**src/rtl/cc_apb_pkg.sv**
```systemverilog
// Shared types and widths for the cache-controller APB requester.
package cc_apb_pkg;

    typedef enum logic [1:0] {IDLE, SETUP, ACCESS, RESP} apb_mst_state_t;

    localparam int APB_ADDR_W = 12;
    localparam int APB_DATA_W = 32;

    // Timeout counter width; a disabled timeout (0) still needs one bit.
    function automatic int tmo_cnt_w(input int cycles);
        return (cycles > 0) ? $clog2(cycles + 1) : 1;
    endfunction

endpackage

```
**src/rtl/cc_apb_master_if.sv**
```systemverilog
// Command/response handshake plus APB3 bus of the config-space requester.
interface cc_apb_master_if
    import cc_apb_pkg::*;
#(
    parameter int ADDR_W = APB_ADDR_W,
    parameter int DATA_W = APB_DATA_W
);
    logic              req_valid_i;
    logic              req_ready_o;
    logic              req_write_i;
    logic [ADDR_W-1:0] req_addr_i;
    logic [DATA_W-1:0] req_wdata_i;

    logic              rsp_valid_o;
    logic              rsp_ready_i;
    logic [DATA_W-1:0] rsp_rdata_o;
    logic              rsp_err_o;

    logic              psel_o;
    logic              penable_o;
    logic [ADDR_W-1:0] paddr_o;
    logic              pwrite_o;
    logic [DATA_W-1:0] pwdata_o;
    logic              pready_i;
    logic [DATA_W-1:0] prdata_i;
    logic              pslverr_i;

    modport master (
        input  req_valid_i, req_write_i, req_addr_i, req_wdata_i, rsp_ready_i,
        input  pready_i, prdata_i, pslverr_i,
        output req_ready_o, rsp_valid_o, rsp_rdata_o, rsp_err_o,
        output psel_o, penable_o, paddr_o, pwrite_o, pwdata_o
    );

    modport slave (
        output req_valid_i, req_write_i, req_addr_i, req_wdata_i, rsp_ready_i,
        output pready_i, prdata_i, pslverr_i,
        input  req_ready_o, rsp_valid_o, rsp_rdata_o, rsp_err_o,
        input  psel_o, penable_o, paddr_o, pwrite_o, pwdata_o
    );

endinterface

```
**src/rtl/cc_apb_master.sv**
```systemverilog
// APB3 requester: one command at a time becomes a SETUP/ACCESS transfer plus a response.
// Latency: accept at T, SETUP T+1, ACCESS T+2, response valid T+3 with zero wait states.
// Backpressure: req_ready only in IDLE; response held until rsp_ready; slave waits bounded by timeout.
module cc_apb_master
    import cc_apb_pkg::*;
#(
    parameter int ADDR_W         = APB_ADDR_W,
    parameter int DATA_W         = APB_DATA_W,
    parameter int TIMEOUT_CYCLES = 16
) (
    input  logic            clk,
    input  logic            rst_n,
    cc_apb_master_if.master bus
);

    localparam int               CNT_W    = tmo_cnt_w(TIMEOUT_CYCLES);
    localparam bit               TMO_EN   = (TIMEOUT_CYCLES > 0);
    localparam logic [CNT_W-1:0] TMO_LAST = TMO_EN ? CNT_W'(TIMEOUT_CYCLES - 1) : '0;

    apb_mst_state_t    state_q, state_d;
    logic [CNT_W-1:0]  tcnt_q;
    logic              req_rdy_q;
    logic [ADDR_W-1:0] addr_q;
    logic [DATA_W-1:0] wdata_q;
    logic              write_q;
    logic [DATA_W-1:0] rdata_q;
    logic              err_q;
    logic              accept;
    logic              timeout;
    logic              access_done;

    // req_rdy_q is its own flop so ready stays low while reset is asserted.
    assign accept      = req_rdy_q && bus.req_valid_i;
    assign timeout     = TMO_EN && !bus.pready_i && (tcnt_q == TMO_LAST);
    assign access_done = (state_q == ACCESS) && (bus.pready_i || timeout);

    always_ff @(posedge clk or negedge rst_n) begin
        if (!rst_n) begin
            state_q <= IDLE;
        end else begin
            state_q <= state_d;
        end
    end

    always_comb begin
        state_d = state_q;
        unique case (state_q)
            IDLE:    if (accept)          state_d = SETUP;
            SETUP:                        state_d = ACCESS;
            ACCESS:  if (access_done)     state_d = RESP;
            RESP:    if (bus.rsp_ready_i) state_d = IDLE;
            default:                      state_d = IDLE;
        endcase
    end

    always_ff @(posedge clk or negedge rst_n) begin
        if (!rst_n) begin
            req_rdy_q <= 1'b0;
            addr_q    <= '0;
            wdata_q   <= '0;
            write_q   <= 1'b0;
            tcnt_q    <= '0;
            rdata_q   <= '0;
            err_q     <= 1'b0;
        end else begin
            req_rdy_q <= (state_d == IDLE);

            if (accept) begin
                addr_q  <= bus.req_addr_i;
                wdata_q <= bus.req_wdata_i;
                write_q <= bus.req_write_i;
            end

            // Saturating wait counter, restarted for every new transfer.
            if (accept) begin
                tcnt_q <= '0;
            end else if (state_q == ACCESS && !bus.pready_i && tcnt_q != '1) begin
                tcnt_q <= tcnt_q + 1'b1;
            end

            if (access_done) begin
                rdata_q <= (bus.pready_i && !write_q && !bus.pslverr_i) ? bus.prdata_i : '0;
                err_q   <= bus.pready_i ? bus.pslverr_i : 1'b1;
            end
        end
    end

    assign bus.req_ready_o = req_rdy_q;
    assign bus.psel_o      = (state_q == SETUP) || (state_q == ACCESS);
    assign bus.penable_o   = (state_q == ACCESS);
    assign bus.paddr_o     = addr_q;
    assign bus.pwdata_o    = wdata_q;
    assign bus.pwrite_o    = write_q;
    assign bus.rsp_valid_o = (state_q == RESP);
    assign bus.rsp_rdata_o = rdata_q;
    assign bus.rsp_err_o   = err_q;

endmodule

```
**src/flat_wrapper.sv**
```systemverilog
// flat-port wrapper written by rule: the top's interface ports become plain ports
module cc_apb_master_flat import cc_apb_pkg::*;
#(
    parameter int ADDR_W         = APB_ADDR_W,
    parameter int DATA_W         = APB_DATA_W,
    parameter int TIMEOUT_CYCLES = 16
)
  (clk, rst_n, bus_req_valid_i, bus_req_write_i, bus_req_addr_i, bus_req_wdata_i, bus_rsp_ready_i, bus_pready_i, bus_prdata_i, bus_pslverr_i, bus_req_ready_o, bus_rsp_valid_o, bus_rsp_rdata_o, bus_rsp_err_o, bus_psel_o, bus_penable_o, bus_paddr_o, bus_pwrite_o, bus_pwdata_o);
  cc_apb_master_if #(.ADDR_W(ADDR_W), .DATA_W(DATA_W)) bus_i ();
  input  logic clk;
  input  logic rst_n;
  input wire logic [$bits(bus_i.req_valid_i)-1:0] bus_req_valid_i;
  input wire logic [$bits(bus_i.req_write_i)-1:0] bus_req_write_i;
  input wire logic [$bits(bus_i.req_addr_i)-1:0] bus_req_addr_i;
  input wire logic [$bits(bus_i.req_wdata_i)-1:0] bus_req_wdata_i;
  input wire logic [$bits(bus_i.rsp_ready_i)-1:0] bus_rsp_ready_i;
  input wire logic [$bits(bus_i.pready_i)-1:0] bus_pready_i;
  input wire logic [$bits(bus_i.prdata_i)-1:0] bus_prdata_i;
  input wire logic [$bits(bus_i.pslverr_i)-1:0] bus_pslverr_i;
  output wire logic [$bits(bus_i.req_ready_o)-1:0] bus_req_ready_o;
  output wire logic [$bits(bus_i.rsp_valid_o)-1:0] bus_rsp_valid_o;
  output wire logic [$bits(bus_i.rsp_rdata_o)-1:0] bus_rsp_rdata_o;
  output wire logic [$bits(bus_i.rsp_err_o)-1:0] bus_rsp_err_o;
  output wire logic [$bits(bus_i.psel_o)-1:0] bus_psel_o;
  output wire logic [$bits(bus_i.penable_o)-1:0] bus_penable_o;
  output wire logic [$bits(bus_i.paddr_o)-1:0] bus_paddr_o;
  output wire logic [$bits(bus_i.pwrite_o)-1:0] bus_pwrite_o;
  output wire logic [$bits(bus_i.pwdata_o)-1:0] bus_pwdata_o;
  assign bus_i.req_valid_i = bus_req_valid_i;
  assign bus_i.req_write_i = bus_req_write_i;
  assign bus_i.req_addr_i = bus_req_addr_i;
  assign bus_i.req_wdata_i = bus_req_wdata_i;
  assign bus_i.rsp_ready_i = bus_rsp_ready_i;
  assign bus_i.pready_i = bus_pready_i;
  assign bus_i.prdata_i = bus_prdata_i;
  assign bus_i.pslverr_i = bus_pslverr_i;
  assign bus_req_ready_o = bus_i.req_ready_o;
  assign bus_rsp_valid_o = bus_i.rsp_valid_o;
  assign bus_rsp_rdata_o = bus_i.rsp_rdata_o;
  assign bus_rsp_err_o = bus_i.rsp_err_o;
  assign bus_psel_o = bus_i.psel_o;
  assign bus_penable_o = bus_i.penable_o;
  assign bus_paddr_o = bus_i.paddr_o;
  assign bus_pwrite_o = bus_i.pwrite_o;
  assign bus_pwdata_o = bus_i.pwdata_o;
  cc_apb_master #(.ADDR_W(ADDR_W), .DATA_W(DATA_W), .TIMEOUT_CYCLES(TIMEOUT_CYCLES)) u_core (.clk(clk), .rst_n(rst_n), .bus(bus_i));
endmodule
```
**config.mk**
```make
export PLATFORM = sky130hd
export DESIGN_NAME = cc_apb_master_flat
export DESIGN_NICKNAME = d
export VERILOG_FILES = /design/src/rtl/cc_apb_pkg.sv /design/src/rtl/cc_apb_master_if.sv /design/src/rtl/cc_apb_master.sv /design/src/flat_wrapper.sv
export SDC_FILE = /design/constraint.sdc
export NUM_CORES = 1
export LEC_CHECK = 0
export ABC_AREA = 0
export CAP_MARGIN = 0
export CELL_PAD_IN_SITES_DETAIL_PLACEMENT = 0
export CELL_PAD_IN_SITES_GLOBAL_PLACEMENT = 1
export CORE_ASPECT_RATIO = 1.4
export CORE_MARGIN = 2
export CORE_UTILIZATION = 26
export CTS_CLUSTER_DIAMETER = 50
export DETAILED_ROUTE_END_ITERATION = 6
export PLACE_DENSITY = 0.71
export SYNTH_ARGS = -nofsm -noshare
export SYNTH_HDL_FRONTEND = slang
export SYNTH_SLANG_ARGS = --single-unit
```
**constraint.sdc**
```tcl
create_clock -name clk -period 1.99 [get_ports clk]
set_input_delay 0.199 -clock clk [delete_from_list [all_inputs] [get_ports clk]]
set_output_delay 0.199 -clock clk [all_outputs]
set_load 0.01 [all_outputs]
```
==> results.yml <==
placed_design:
  dp_slack_ns: 0.0174
  dp.final_hpwl_um: 6830
  gp_congestion: 0.776
  place.port_buffers: 164
  dp_cells: 619
  dpl_cell_area_um2: 5180
cts:
  clk_latency_ns: 0.33
  cts_tree: "yes"
  cts_made_buffers: 9
  ctsRootBufferMaster: "clkbuf_16"
  htreeDepth: 3
  clkTransAtPathRegs_ns: 0.06
  cts.sinks: 86
  cts_buffer_depth: 2
cells_and_area:
  num-fill-cells: 1197
  utilization_pct: 44.9
  diodes: 0
  multi_input_area_um2: 1090
  design_area_um2: 5550
  drive_above_1_share_pct: 7.39
  stdcell_count: 637
  regArea_um2: 2150
  nNetsFinal: 572
  syn2layout_area_growth_pct: 68.7
route:
  drt_wl_total_um: 9300
  drt-wirelength-per-cell_um: 14.6
  vias: 2818
  drc: 0
  postRouteAntennaNets: 0
  first_iter_violations: 47
  firstDrtPassIters: 3
  viasPerCell: 4.42
floorplan:
  placementRows: 48
  die_y_um: 137
  die_w_um: 99.1
  start_util_pct: 26.6
  die-area_um2: 13600
  core-area_um2: 12400
  io_pins: 165
setup_path:
  critical_path.cell_chain: "ha_1, and3_4, ha_2, or3b_4, or3_4, a21oi_2"
  r2r_slack_ns: 0.06
  cp_data_required_time_ns: 2.25
  r2r_end: "u_core.tcnt_q[3]"
  endpoint_kind: "register"
  path_class: "register to register"
  path_max_fanout: 3
  slowest_delay_ns: 0.39
  cp.depth: 6
  cp.arrival_ns: 2.19
  rr_worst_depth: 6
  crit_end: "u_core.tcnt_q[3]"
  cp_top_family: "simple AND/OR/NAND/NOR gates"
  critPathLaunch: "u_core.tcnt_q[0]"
  r2r_start: "u_core.tcnt_q[0]"
  crit_slowest_cell: "dfrtp_1"
  cp.buffers_inverters: 0
  start_kind: "register"
sta:
  whs_ns: 0.394
  setup_viol: 0
  hold_violations: 0
  max_freq_ghz: 0.518
  worst_pin_slew_ns: 0.641
  min_period_ns: 1.93
  rsz0062_at_grt: "false"
  maxSlewHeadroom_pct: 57.2
  tns_ns: 0
  finalWorstSetupSlack_ns: 0.0578
  fin_crit_sh_pct: 97.1
  drv_slew: 0
  clock_skew_ns: 0.00953
logic_synthesis:
  ys_types: 26
  synth.cell_area_um2: 3290
  yosysTopAreaCell: "dfrtp_1"
  synth_cells: 312
  synthesis.nets: 401
  ys_ff_latch: 86
  yosysSeqAreaShare_pct: 65.4
  syn_avg_cell_area_um2: 10.5
  synth_area_leaders: "dfrtp_1 (65%), nand2_1 (16%), a22o_1 (8.5%)"
  yosysTopAreaCellShare_pct: 65.4
  yosys_warnings: 0
global_routing:
  grt_pass1_vias: 3045
  grt_pass1_wl_um: 15000
  antenna_found_initial: 0
  grt_max_degree: 50
  grt_overflow: 0
  grt.total_usage_pct: 13.8
power_and_ir_drop:
  power_leakage_nw: 2.58
  total_power_mw: 8.32
  power.density_nw_per_um2: 1500
  vdd_drop_max_uv: 610
status:
  run_status: "complete, no violations"
flow_run:
  maxCapViolCount: 0
worst_hold_path:
  worstHoldPathType: "input pin to register"
cell type report:
| type | instances | area share (%) |
|---|---|---|
| well taps | 150 | 3.38 |
| flip-flops and latches | 86 | 38.8 |
| repair buffers | 176 | 32.1 |
| clock buffers | 12 | 4.62 |
| clock inverters | 3 | 1.22 |
| inverters | 4 | 0.271 |
| multi-input cells | 206 | 19.6 |
worst reg2reg max path: cells and delay by family, from the launching register on:
family	cells	cell delay, ns
DFF	1	0.39
AOI/OAI and AO/OA	1	0.12
and+or+nand+nor	3	0.94
adders and majority gates	2	0.41
kinds of logic (layout without fill, tap and decap cells):
| group | after synthesis | after routing | share of synthesized area (%) |
|---|---|---|---|
| and+or+nand+nor | 157 | 157 | 19.1 |
| buffers and inverters | 20 | 195 | 2.32 |
| xor gates and xnor gates | 2 | 2 | 0.533 |
| AOI/OAI and AO/OA | 41 | 41 | 10.3 |
| DFF | 86 | 86 | 65.4 |
| adders and majority gates | 6 | 6 | 2.28 |
cells in the mapped netlist:
master / number
nand2_1: 139
dfrtp_1: 86
a22o_1: 32
clkbuf_1: 15
nor2_1: 7
ha_1: 6
inv_1: 4
a21oi_1: 2
nand3_1: 2
or3_1: 2
xnor2_1: 2
a2111oi_0: 1
a211oi_1: 1
a21boi_0: 1
a221o_1: 1
and2_1: 1
and3_1: 1
buf_2: 1
nand3b_1: 1
nor2b_1: 1
nor3b_2: 1
nor4bb_1: 1
o21ai_0: 1
o21ai_1: 1
o22ai_1: 1
or3b_1: 1
metal layers:
layer  GRT usage [%]  part of all wire [%]
met1            16.0                    40
met2            24.2                    50
met3            3.78                   7.9
met4            5.48                   1.6
met5               0                     0
worst min path at each step:
| stage | from | end | slack, ns | cells after the start |
|---|---|---|---|---|
| floorplan | rst_n | u_core.bus.paddr_o[0] | -0.1 | 0 |
| global placement | rst_n | u_core.bus.rsp_rdata_o[27] | 0.26 | 1 |
| detailed placement | rst_n | u_core.bus.rsp_rdata_o[26] | 0.27 | 1 |
| CTS | bus_req_wdata_i[6] | u_core.bus.pwdata_o[6] | 0.38 | 3 |
| global route | bus_req_wdata_i[19] | u_core.bus.pwdata_o[19] | 0.40 | 3 |
| finish | bus_req_wdata_i[27] | u_core.bus.pwdata_o[27] | 0.39 | 3 |
power by group:
part	internal [mW]	switching, mW
clock network	1.16	0.646
logic	2.04	1.52
registers	2.52	0.432
state kept, by name, summed over array words and instances (netlist names):
name                    count
u_core.bus.pwdata_o        32
u_core.bus.rsp_rdata_o     32
u_core.bus.paddr_o         12
u_core.tcnt_q               5
u_core.state_q              2
u_core.bus.pwrite_o         1
u_core.bus.req_ready_o      1
u_core.bus.rsp_err_o        1
layout by cell type (no fill, tap or decap), types with 2 or more instances in the layout:
cell type	instances
buf_12	4
a22o_1	32
nand2_1	139
clkdlybuf4s50_1	163
nand3_1	2
buf_4	8
ha_1	4
clkbuf_8	2
clkbuf_16	9
ha_2	2
xnor2_1	2
inv_1	4
dfrtp_1	86
bufinv_16	2
nor2_1	6
repair_timing:
action | CTS | global route
resized for setup | 1 | 5
endpoints found under the hold margin | 47 | 0
endpoints found under the setup margin | 1 | 2
buffers inserted | 0 | 2
hold buffers | 1 | 0
pin swaps | 0 | 1
(Power assumes the default switching activity.)
